===== config.mk =====
export PLATFORM = sky130hd
export DESIGN_NAME = mac_pe_os
export DESIGN_NICKNAME = d
export VERILOG_FILES = /design/src/rtl/mac_pe_os_pkg.sv /design/src/rtl/mac_pe_os_mul.sv /design/src/rtl/mac_pe_os.sv
export SDC_FILE = /design/constraint.sdc
export NUM_CORES = 1
export LEC_CHECK = 0
export BUFFER_PORTS_ARGS = -buffer_cell sky130_fd_sc_hd__buf_2
export CAP_MARGIN = 20
export CORE_MARGIN = 3
export CORE_UTILIZATION = 50
export CTS_BUF_LIST = sky130_fd_sc_hd__clkbuf_4 sky130_fd_sc_hd__clkbuf_8
export CTS_CLUSTER_DIAMETER = 200
export CTS_CLUSTER_SIZE = 16
export DETAILED_ROUTE_END_ITERATION = 7
export MAX_ROUTING_LAYER = met4
export PLACE_DENSITY = 0.75
export RECOVER_POWER = 100
export REMOVE_ABC_BUFFERS = 1
export SLEW_MARGIN = 20
export SYNTH_ARGS = -nofsm -noshare
export SYNTH_HDL_FRONTEND = slang
export SYNTH_SLANG_ARGS = --single-unit

===== constraint.sdc =====
create_clock -name clk -period 3.5 [get_ports clk]
set_input_delay 0.35 -clock clk [delete_from_list [all_inputs] [get_ports clk]]
set_output_delay 0.35 -clock clk [all_outputs]
set_load 0.02 [all_outputs]

===== src/rtl/mac_pe_os_pkg.sv =====
// rtl/mac_pe_os_pkg.sv - shared widths, state encoding and defaults for the output-stationary PE
package mac_pe_os_pkg;

    localparam int PE_DATA_W = 3;
    localparam int PE_PROD_W = 6;
    localparam int ACC_W_DEF = 16;
    localparam int CNT_W_DEF = 8;

    localparam logic [1:0] ST_IDLE  = 2'd0;
    localparam logic [1:0] ST_ACCUM = 2'd1;
    localparam logic [1:0] ST_DRAIN = 2'd2;

    typedef enum logic [1:0] {
        S_IDLE  = ST_IDLE,
        S_ACCUM = ST_ACCUM,
        S_DRAIN = ST_DRAIN
    } pe_state_t;

endpackage


===== src/rtl/mac_pe_os_mul.sv =====
// rtl/mac_pe_os_mul.sv - 3x3 unsigned array multiplier, purely combinational
module mac_pe_os_mul
    import mac_pe_os_pkg::*;
(
    input  logic [PE_DATA_W-1:0] i_a,
    input  logic [PE_DATA_W-1:0] i_b,
    output logic [PE_PROD_W-1:0] o_p
);

    logic [PE_PROD_W-1:0] w_pp0;
    logic [PE_PROD_W-1:0] w_pp1;
    logic [PE_PROD_W-1:0] w_pp2;

    // One AND row per multiplier bit, shifted into place and summed
    assign w_pp0 = {3'b000, i_a & {PE_DATA_W{i_b[0]}}};
    assign w_pp1 = {2'b00, i_a & {PE_DATA_W{i_b[1]}}, 1'b0};
    assign w_pp2 = {1'b0, i_a & {PE_DATA_W{i_b[2]}}, 2'b00};
    assign o_p   = w_pp0 + w_pp1 + w_pp2;

endmodule


===== src/rtl/mac_pe_os.sv =====
// rtl/mac_pe_os.sv - output-stationary systolic MAC PE with saturating accumulator and drain chain
module mac_pe_os
    import mac_pe_os_pkg::*;
#(
    parameter int ACC_W = ACC_W_DEF,
    parameter int CNT_W = CNT_W_DEF
) (
    input  logic                 clk,
    input  logic                 rst,
    input  logic [PE_DATA_W-1:0] a_in,
    input  logic                 a_valid_in,
    input  logic [PE_DATA_W-1:0] b_in,
    input  logic                 b_valid_in,
    output logic [PE_DATA_W-1:0] a_out,
    output logic                 a_valid_out,
    output logic [PE_DATA_W-1:0] b_out,
    output logic                 b_valid_out,
    input  logic                 clear,
    input  logic                 drain,
    input  logic [ACC_W-1:0]     acc_chain_in,
    input  logic                 acc_chain_vin,
    output logic [ACC_W-1:0]     acc_out,
    output logic                 acc_vout,
    output logic [CNT_W-1:0]     mac_count,
    output logic                 overflow,
    output logic                 busy
);

    pe_state_t            r_state;
    logic [ACC_W-1:0]     r_acc;
    logic [ACC_W-1:0]     r_acc_out;
    logic                 r_acc_vout;
    logic [CNT_W-1:0]     r_cnt;
    logic                 r_ovf;
    logic [PE_DATA_W-1:0] r_a;
    logic [PE_DATA_W-1:0] r_b;
    logic                 r_a_v;
    logic                 r_b_v;

    logic [PE_PROD_W-1:0] w_prod;
    logic [ACC_W:0]       w_sum;
    logic                 w_mac;

    mac_pe_os_mul u_mul (
        .i_a (a_in),
        .i_b (b_in),
        .o_p (w_prod)
    );

    // Extra MSB of the sum is the saturation flag
    assign w_sum = {1'b0, r_acc} + {{(ACC_W + 1 - PE_PROD_W){1'b0}}, w_prod};
    assign w_mac = (r_state == S_ACCUM) && a_valid_in && b_valid_in;

    always_ff @(posedge clk) begin
        if (rst) begin
            r_state    <= S_IDLE;
            r_acc      <= '0;
            r_acc_out  <= '0;
            r_acc_vout <= 1'b0;
            r_cnt      <= '0;
            r_ovf      <= 1'b0;
            r_a        <= '0;
            r_b        <= '0;
            r_a_v      <= 1'b0;
            r_b_v      <= 1'b0;
        end else begin
            r_a   <= a_in;
            r_b   <= b_in;
            r_a_v <= a_valid_in;
            r_b_v <= b_valid_in;
            case (r_state)
                S_IDLE, S_ACCUM: begin
                    r_acc_vout <= 1'b0;
                    if (drain) begin
                        r_state    <= S_DRAIN;
                        r_acc_out  <= r_acc;
                        r_acc_vout <= 1'b1;
                    end else if (clear) begin
                        r_state <= S_ACCUM;
                        r_acc   <= '0;
                        r_cnt   <= '0;
                        r_ovf   <= 1'b0;
                    end else if (w_mac) begin
                        if (w_sum[ACC_W]) begin
                            r_acc <= '1;
                            r_ovf <= 1'b1;
                        end else begin
                            r_acc <= w_sum[ACC_W-1:0];
                        end
                        if (!(&r_cnt)) begin
                            r_cnt <= r_cnt + CNT_W'(1);
                        end
                    end
                end
                S_DRAIN: begin
                    r_acc_out  <= acc_chain_in;
                    r_acc_vout <= acc_chain_vin;
                    if (!acc_chain_vin) begin
                        r_state <= S_IDLE;
                    end
                end
                default: begin
                    r_state    <= S_IDLE;
                    r_acc_vout <= 1'b0;
                end
            endcase
        end
    end

    assign a_out       = r_a;
    assign a_valid_out = r_a_v;
    assign b_out       = r_b;
    assign b_valid_out = r_b_v;
    assign acc_out     = r_acc_out;
    assign acc_vout    = r_acc_vout;
    assign mac_count   = r_cnt;
    assign overflow    = r_ovf;
    assign busy        = (r_state == S_DRAIN);

endmodule


## Yosys cells after proc, flatten, opt, wreduce, memory -nomap -nowiden

Cells that the tools add are included.

| storage, ports and cells | value |
|---|---|
| bits of input ports | 29 |
| word-level logic and storage cells | 54 |
| flip-flop bits (word level) | 52 |

| cells by class | value |
|---|---|
| reduce and logical (&&, ||, !) cells | 13 |
| mux-type cells | 17 |
| bitwise operators | 4 |
| add/sub/neg operators | 4 |
| equality and inequality tests | 6 |

Operators with widths:

| kind | number |
|---|---|
| two-way mux 16 bit | 4 |
| case mux 16 bit (2 select lines) | 1 |
| two-way mux 8 bit | 3 |
| adder 16 x 6 -> 17 bit | 1 |
| bitwise AND 3 bit | 3 |
| adder 8 x 1 -> 8 bit (second input constant) | 1 |
| AND reduction 4 bit | 2 |
| AND reduction 8 bit | 1 |
| adder 6 x 5 -> 6 bit | 1 |
| two-way mux 2 bit | 3 |
| != test 2 bit (second input constant) | 3 |
| nonzero test 2 bit | 3 |
| adder 3 x 4 -> 5 bit | 1 |
| two-way mux 1 bit | 4 |
| case mux 2 bit (2 select lines) | 1 |
| AND reduction 2 bit | 2 |
| != test 3 bit (second input constant) | 1 |
| AND reduction 3 bit | 1 |
| == test 2 x 1 -> 1 bit (second input constant) | 1 |
| == test 2 bit (second input constant) | 1 |
| logical AND 1 bit | 2 |
| logical NOT 2 bit | 1 |
| case mux 1 bit (2 select lines) | 1 |
| OR reduction 2 bit | 1 |
| inverter 1 bit | 1 |

## Logic depth before layout (Yosys ltp)

Gate-level depths: netlist of the first run.

| depth | value |
|---|---|
| depth in word-level cells | 7 |
| depth in mapped cells | 14 |
| depth with buffers taken out | 13 |

## Cells and area by module

From an unflattened synthesis of the first run, not the netlist that was laid out.

| second synthesis, totals | value |
|---|---|
| cell total of the unflattened synthesis | 298 |
| area, all modules | 2575.0 sq um |

By module, submodules not included:

| module | sequential area each (sq um) | instances | area an instance (sq um) | cells an instance |
|---|---|---|---|---|
| mac_pe_os | 1041.0 | 1 | 2393.5 | 278 |
| mac_pe_os_mul | 0.0 | 1 | 181.4 | 20 |

## Worst setup path before layout of the first run

No wires, ideal clock.

| path | value |
|---|---|
| path type | input port to flip-flop |
| start | input port a_in[1] |
| end | register r_acc[13] |
| arrival | 3.218 ns |
| stages | 13 |
| slack | 0.197 ns |
| buffers on the path | 0 |
| data required time | 3.414 ns |
| path through | and2_1 > ha_1 > fa_1 > xnor2_1 > ha_1 > a21o_1 > a21o_1 > ha_1 > nor2_1 > nor2_1 > nand2_1 > or4_1 > a211oi_1 |

| on the way | value |
|---|---|
| cells in the longest elaborated chain, start to end | 7 |
| elaborated cells on any way between the ends | 9 |

Ends and longest elaborated chain:

| what | line | text |
|---|---|---|
| start: declaration | mac_pe_os.sv:10 | `input logic [PE_DATA_W-1:0] a_in,` |
| bitwise AND 3 bit (on tied branches) | mac_pe_os_mul.sv:15, mac_pe_os_mul.sv:16 |  |
| adder 3 x 4 -> 5 bit | mac_pe_os_mul.sv:18 | `assign o_p = w_pp0 + w_pp1 + w_pp2;` |
| adder 6 x 5 -> 6 bit * | mac_pe_os_mul.sv:18 |  |
| adder 16 x 6 -> 17 bit * | mac_pe_os.sv:51 | `assign w_sum = {1'b0, r_acc} + {{(ACC_W + 1 - PE_PROD_W){1'b0}}, w_prod};` |
| two-way mux 16 bit * | mac_pe_os.sv:84 | `if (w_sum[ACC_W]) begin` |
| two-way mux 16 bit * | mac_pe_os.sv:83 | `end else if (w_mac) begin` |
| two-way mux 16 bit * | mac_pe_os.sv:78 | `end else if (clear) begin` |
| end signal: assignment | mac_pe_os.sv:88 | `r_acc <= w_sum[ACC_W-1:0];` |
| end: declaration | mac_pe_os.sv:30 | `logic [ACC_W-1:0] r_acc;` |

Mark *: on every way between the ends. The rest lies on a longest branch, timed or not. The select of a mux whose other input is x is not followed.
A chain may end at the register's enable or synchronous reset.

## Final worst setup path of the first run

Ends and elaborated chain as after synthesis.

==> results of run 1 <==
-- synthesized netlist by cell type, types with 8 or more instances --
library cell / instances / area share
a211oi_1: 12 / 0.034
a21oi_1: 13 / 0.025
a22oi_1: 13 / 0.037
and2_1: 8 / 0.019
clkbuf_1: 12 / 0.017
dfxtp_1: 52 / 0.39
ha_1: 12 / 0.057
mux2i_1: 8 / 0.030
nand2_1: 28 / 0.040
nand3_1: 11 / 0.021
nor2_1: 36 / 0.051
nor2b_1: 10 / 0.024
nor3_1: 9 / 0.017
o21ai_0: 8 / 0.015
xnor2_1: 8 / 0.027
-- worst paths after layout --
| check | from | end | slack, ns | cells after the start |
|---|---|---|---|---|
| setup / recovery | a_in[1] | r_acc[13] | 0.24 | 15 |
| hold / removal | a_valid_in | a_valid_out | 0.28 | 2 |
| setup reg to reg | r_acc[0] | r_acc[13] | 1.15 | 8 |
| hold reg to reg | acc_out[6] | acc_out[6] | 0.46 | 2 |
-- routing by layer --
metal,part of all wire,global-route usage,vias up
li1,-,-,1259
met1,0.47,0.2930,1138
met2,0.47,0.3294,75
met3,0.061,0.03784,2
met4,0.0045,0.05420,0
met5,0,-,-
-- flip-flops by register name, summed over array words and instances, names as in the netlist --
signal and flops:
overflow 1, b_out 3, r_state 2, acc_out 16, b_valid_out 1, acc_vout 1
a_valid_out 1, mac_count 8, r_acc 16, a_out 3
-- power by group through the flow --
stage / logic [mW] / registers [mW] / clock network, mW
after CTS: 0.180 / 0.617 / 0.430
after global routing: 0.196 / 0.620 / 0.455
after global placement: 0.176 / 0.630 / 0
after detailed placement: 0.179 / 0.631 / 0
after floorplan: 0.0874 / 0.651 / 0
final: 0.174 / 0.617 / 0.420
-- cells by family after synthesis --
group | count (synthesis)
simple gates | 131
compound gates | 72
flops | 52
buf+inv | 18
fa+ha+maj | 15
xor+xnor | 10
mux | 8
-- cell usage in the layout (no fill, tap or decap), types with 3 or more instances in the layout --
master / count
clkbuf_8: 5
or3_1: 3
o21ai_0: 7
mux2i_1: 8
xnor2_1: 8
dfxtp_1: 52
a31oi_1: 3
nor3_1: 10
a21oi_1: 13
nor4_1: 6
a22oi_1: 13
fa_1: 3
or4_1: 4
inv_1: 4
clkbuf_1: 39
ha_1: 12
buf_4: 14
nor2_1: 36
nand3_1: 11
nor2b_1: 10
nand4_1: 3
nand2b_1: 3
nand2_1: 28
a211oi_1: 11
buf_2: 28
a21o_1: 6
o21ai_1: 3
and2_1: 8
-- worst max-delay path: stages --
cell and delay (ns):
buf_2 0.10, and2_1 0.15, ha_1 0.22, fa_1 0.38, xnor2_1 0.16, buf_4 0.14, fa_1 0.39, xor2_1 0.17
ha_1 0.34, o21ai_1 0.12, o21ai_0 0.12, and3_1 0.21, buf_4 0.16, nor4b_1 0.32, a211oi_1 0.08
-- final cells by class --
class,count,area (um^2)
Fill cell,469,1730
Multi-Input combinational cell,236,1526
Sequential cell,52,1041
Timing Repair Buffer,82,399.1
Tap cell,67,83.83
Clock buffer,5,68.82
Clock inverter,3,46.29
Inverter,4,15.01
-- timing repair --
| item | CTS | global route |
|---|---|---|
| setup endpoints to repair | 0 | 2 |
| gates resized for setup | 0 | 2 |
| hold endpoints to repair | 0 | 0 |
==> results.json, run 1 <==
{
  "outcome": "finished with violations",
  "violations": "capacitance limit, slew limit",
  "cts-hold-fix-buffers": 0,
  "clockBufferDepth": 2,
  "hp-class": "in -> reg",
  "synth_edf_count": 0,
  "synth_mux_area_frac": 0.03036,
  "setup_viol": 0,
  "required_ns": 3.67,
  "diodes": 0,
  "place_ws_ns": -0.1354,
  "start_kind": "primary input",
  "cts.sinks": 52,
  "critical_path.max_fanout": 6,
  "synthAdderAreaFrac": 0.07970,
  "p_sw_mw": 0.3176,
  "fin_crit_sh": 0.9320,
  "fin_skew_ns": 0.007913,
  "area_delta_synth_final_pct": 20.59,
  "worstSetupPathType": "in -> reg",
  "synth_flop_cell": "dfxtp_1",
  "drv_cap": 1,
  "cp_data_arrival_time_ns": 3.43,
  "comb_power_share": 0.143,
  "dieArea_mm2": 0.006183,
  "avgSynthCellArea_um2": 8.619,
  "synth_seq_area_share": 0.3947,
  "power_mw": 1.211,
  "seqPwrFrac": 0.510,
  "clock.fmax_ghz": 0.3066,
  "cts_setup_buffers": 0,
  "finalWirelength_um": 6158,
  "overflow": 0,
  "stdcell_count": 449,
  "max-slew-margin-rel": -0.01293,
  "syn_area_mm2": 0.002638,
  "fp.dieW_um": 78.63,
  "ant_nets": 0,
  "finalCriticalPeriod_ns": 3.262,
  "powerDensity_mw_per_mm2": 380.9,
  "dp_hpwl_um": 4688,
  "fin_setup_tns_ns": 0,
  "cts_tree": "built",
  "wire_per_inst_um": 13.71,
  "drt_iter0_markers": 176,
  "cts_buffers": 5,
  "power.share.switching": 0.2622,
  "yosys_warnings": 0,
  "postPlaceCellArea_mm2": 0.003124,
  "fin_util": 0.6476,
  "initial_core_util": 0.5371,
  "final_area_mm2": 0.003181,
  "io_buffers": 63,
  "place_congestion": 0.9362,
  "tightest_slew_ns": 1.519,
  "drive_gt1_frac": 0.1466,
  "rsz0062_at_grt": "no",
  "synth_top_family_by_area": "simple AND/OR/NAND/NOR gates",
  "ys_seq_elements": 52,
  "finalHoldWorstSlack_ns": 0.2814,
  "leakagePower_nw": 1.273,
  "root_buffer": "clkbuf_8",
  "ctsHtreeMaxLevel": 2,
  "clockPowerShare": 0.347,
  "clk_latency_ns": 0.30,
  "antenna_found_initial": 0,
  "hold_viol_final": 0,
  "track_usage": 0.2143,
  "die_h_um": 78.63,
  "grt_pass1_wl_um": 10490,
  "dp.cells": 441,
  "rows": 25,
  "firstDrtPassIters": 4,
  "synth-simple-area-share": 0.2495,
  "synth_xor_area_frac": 0.03321,
  "fin_ws_ns": 0.2381,
  "crit_path_end_kind": "flop",
  "cts.clk_slew.worst_paths_ns": 0.10,
  "synth-compound-area-share": 0.1860,
  "internal-power_mw": 0.8938,
  "ys_async_sr_fraction": 0,
  "slew_violations": 34,
  "grt_max_degree": 34,
  "synthDistinctLibCells": 44,
  "routed_via_density": 5.510,
  "nNetsFinal": 425,
  "max-vdd-ir-drop_mv": 0.2195,
  "grt_pass1_vias": 2266,
  "core_mm2": 0.004911,
  "postSynthCellCount": 306,
  "ioPinCount": 64,
  "route.vias.total": 2474,
  "drc": 0
}
(Power assumes the default switching activity.)
==> run 2, diff against run 1 <==
--- a/config.mk
+++ b/config.mk
@@ -14,10 +14,11 @@
 export CTS_CLUSTER_SIZE = 16
 export DETAILED_ROUTE_END_ITERATION = 7
 export MAX_ROUTING_LAYER = met4
-export PLACE_DENSITY = 0.75
+export PLACE_DENSITY = 0.76
 export RECOVER_POWER = 100
 export REMOVE_ABC_BUFFERS = 1
 export SLEW_MARGIN = 20
 export SYNTH_ARGS = -nofsm -noshare
 export SYNTH_HDL_FRONTEND = slang
+export SYNTH_HIERARCHICAL = 1
 export SYNTH_SLANG_ARGS = --single-unit
==> run 2 against run 1 <==
  * The run now ends clean
  * Clock power is 14% lower
  * Combinational power is 19% lower
  * Sequential power is 0.8% lower
  * Global-route usage is 2.2 points lower
  * Hold slack worse by 0.015 ns
  * Cell count is 4.7% lower
  * Utilization is 2.9 points lower
  * Area after synthesis is 2.4% lower
  * Via count is 6.5% lower
  * Critical path type unchanged
  * Highest routed layer unchanged
==> results.json, run 2 <==
{
  "outcome": "finished clean",
  "max-vdd-ir-drop_mv": 0.1943,
  "crit_path_end": "r_acc[15]",
  "finalWirelength_um": 5533,
  "crit_path_end_kind": "flop",
  "place_congestion": 0.9509,
  "reg2reg_to": "r_acc[8]",
  "drv_cap": 0,
  "comb_power_share": 0.126,
  "crit_path_cell_trace": "clkbuf_1 -> and2_0 -> fa_1 -> ha_1 -> fa_1 -> xor2_1 -> ha_1 -> and3_1 -> o21ai_0 -> a21oi_1 -> a41oi_1 -> a211oi_1",
  "firstDrtPassIters": 4,
  "synth_seq_area_share": 0.4043,
  "fp.dieW_um": 77.77,
  "fin_setup_tns_ns": 0,
  "ioPinCount": 64,
  "wire_per_inst_um": 12.93,
  "grt_pass1_vias": 2118,
  "ys_seq_elements": 52,
  "grt_pass1_wl_um": 9418,
  "cts_setup_buffers": 0,
  "clk_latency_ns": 0.30,
  "clock.fmax_ghz": 0.3082,
  "die_h_um": 77.77,
  "slew_violations": 0,
  "critical_path.max_fanout": 5,
  "area_delta_synth_final_pct": 16.42,
  "clockBufferDepth": 2,
  "clockPowerShare": 0.325,
  "fin_skew_ns": 0.002979,
  "fin_crit_sh": 0.9272,
  "synth_flop_cell": "dfxtp_1",
  "cp.depth": 12,
  "ant_nets": 0,
  "cts_buffers": 5,
  "syn_area_mm2": 0.002575,
  "drive_gt1_frac": 0.1330,
  "fin_util": 0.6183,
  "antenna_found_initial": 0,
  "drt_iter0_markers": 98,
  "setup_viol": 0,
  "cp_top_family": "adder cells",
  "slowest_stage": "fa_1",
  "ctsHtreeMaxLevel": 2,
  "tightest_slew_ns": 1.431,
  "yosys_warnings": 6,
  "synth_largest_area_cell": "dfxtp_1",
  "routed_via_density": 5.404,
  "ys_async_sr_fraction": 0,
  "leakagePower_nw": 1.184,
  "start_kind": "primary input",
  "rows": 25,
  "postSynthCellCount": 298,
  "io_buffers": 63,
  "seqPwrFrac": 0.549,
  "power.share.switching": 0.2583,
  "crit_start": "b_in[0]",
  "synth_edf_count": 0,
  "root_buffer": "clkbuf_8",
  "required_ns": 3.72,
  "cp_data_arrival_time_ns": 3.47,
  "cts-hold-fix-buffers": 0,
  "diodes": 0,
  "powerDensity_mw_per_mm2": 372.1,
  "grt_max_degree": 34,
  "track_usage": 0.1923,
  "synth_common_cells": "dfxtp_1, nand2_1, a21oi_1",
  "finalHoldWorstSlack_ns": 0.2660,
  "final_common_cell": "dfxtp_1",
  "hold_viol_final": 0,
  "finalCriticalPeriod_ns": 3.245,
  "cts.clk_slew.worst_paths_ns": 0.09,
  "layout_common_cells": "dfxtp_1, clkbuf_1, nand2_1, a21oi_1, buf_2",
  "nNetsFinal": 404,
  "rsz0062_at_grt": "no",
  "route.vias.total": 2313,
  "p_sw_mw": 0.2881,
  "hp-class": "in -> reg",
  "reg2reg_slack_ns": 1.29,
  "cts.sinks": 52,
  "internal-power_mw": 0.8274,
  "rr_worst_depth": 7,
  "yosysTopAreaCellShare": 0.4043,
  "path_buf_inv": 1,
  "fillers": 476,
  "critPathMaxStageDelay_ns": 0.47,
  "cts_tree": "built",
  "max-slew-margin-rel": 0.04571,
  "dieArea_mm2": 0.006047,
  "synth_most_common_cell": "dfxtp_1",
  "r2r_start": "r_acc[0]",
  "power_mw": 1.116,
  "overflow": 0,
  "synthDistinctLibCells": 47,
  "worstSetupPathType": "in -> reg",
  "ys_top_cells_by_area": "dfxtp_1, a21oi_1, ha_1",
  "dp_hpwl_um": 4196,
  "drc": 0,
  "cts_resized": 0,
  "core_mm2": 0.004848,
  "avgSynthCellArea_um2": 8.641,
  "initial_core_util": 0.5311
}
==> run 2: cell count changes after synthesis, moves of 3 or more <==
cell / change
a21oi_1: +17
nor2_1: -14
a211oi_1: -9
o21ai_0: +9
mux2i_1: -7
or4_1: -4
a22oi_1: +3
and2_1: +3
inv_1: +3
nand2_1: +3
nor3_1: -3
o2bb2ai_1: +3
==> run 2: cell families (layout without fill, tap and decap cells) <==
logic type / Yosys count / after routing / synth area share
AND/OR/NAND/NOR: 109 / 109 / 0.2148
AO/OA/AOI/OAI: 91 / 91 / 0.2313
flip-flops: 52 / 52 / 0.4043
buffers and inverters: 20 / 83 / 0.03013
adder cells (fa/ha/maj): 15 / 15 / 0.08163
XOR/XNOR: 10 / 10 / 0.03402
multiplexers: 1 / 1 / 0.003887
==> run 2: metal layers <==
metal / global-route usage / share of wire / vias up
met3: 0.04176 / 0.051 / 7
met5: - / 0 / -
met2: 0.3057 / 0.45 / 46
li1: - / - / 1194
met1: 0.2478 / 0.48 / 1066
met4: 0.05160 / 0.011 / 0
==> run 2: area by class of cell <==
class,instances,area (um^2),area share
Clock buffer,7,90.09,0.03005
Clock inverter,1,7.507,0.002504
Inverter,7,26.28,0.008765
Multi-Input combinational cell,226,1449,0.4833
Sequential cell,52,1041,0.3472
Tap cell,67,83.83,0.02796
Timing Repair Buffer,68,300.3,0.1002
==> run 2: worst min path at each step <==
stage                      startpoint          end  slack (ns)  cells past startpoint
after detailed placement  acc_out[11]  acc_out[11]        0.45                      2
after floorplan                   rst     r_acc[5]        0.41                      1
final                      b_valid_in  b_valid_out        0.27                      2
after CTS                  b_valid_in  b_valid_out        0.26                      2
after global routing       b_valid_in  b_valid_out        0.28                      2
after global placement    acc_out[11]  acc_out[11]        0.44                      2
==> run 2: per-stage QoR <==
step	std cells	instance area [um^2]	setup slack [ns]
floorplan	285	2524	0.2790
CTS	428	3058	0.3390
global placement	420	2960	0.08058
detailed placement	420	2960	0.009184
finish	428	2998	0.2548
global route	428	2998	0.08490
==> run 2: worst register-to-register path, cell delays in order, from the launching register on <==
cell and delay, ns:
dfxtp_1 0.34, ha_1 0.22, fa_1 0.40, a21o_1 0.23, a221o_1 0.45, nand2b_4 0.15, o21ai_0 0.09, a22o_1 0.23
==> run 2: power groups by stage <==
| stage | clock network (mW) | logic [mW] | registers (mW) |
|---|---|---|---|
| final | 0.363 | 0.141 | 0.612 |
| after global routing | 0.400 | 0.156 | 0.614 |
| after CTS | 0.374 | 0.147 | 0.612 |
| after detailed placement | 0 | 0.146 | 0.626 |
| after global placement | 0 | 0.143 | 0.625 |
| after floorplan | 0 | 0.0709 | 0.643 |
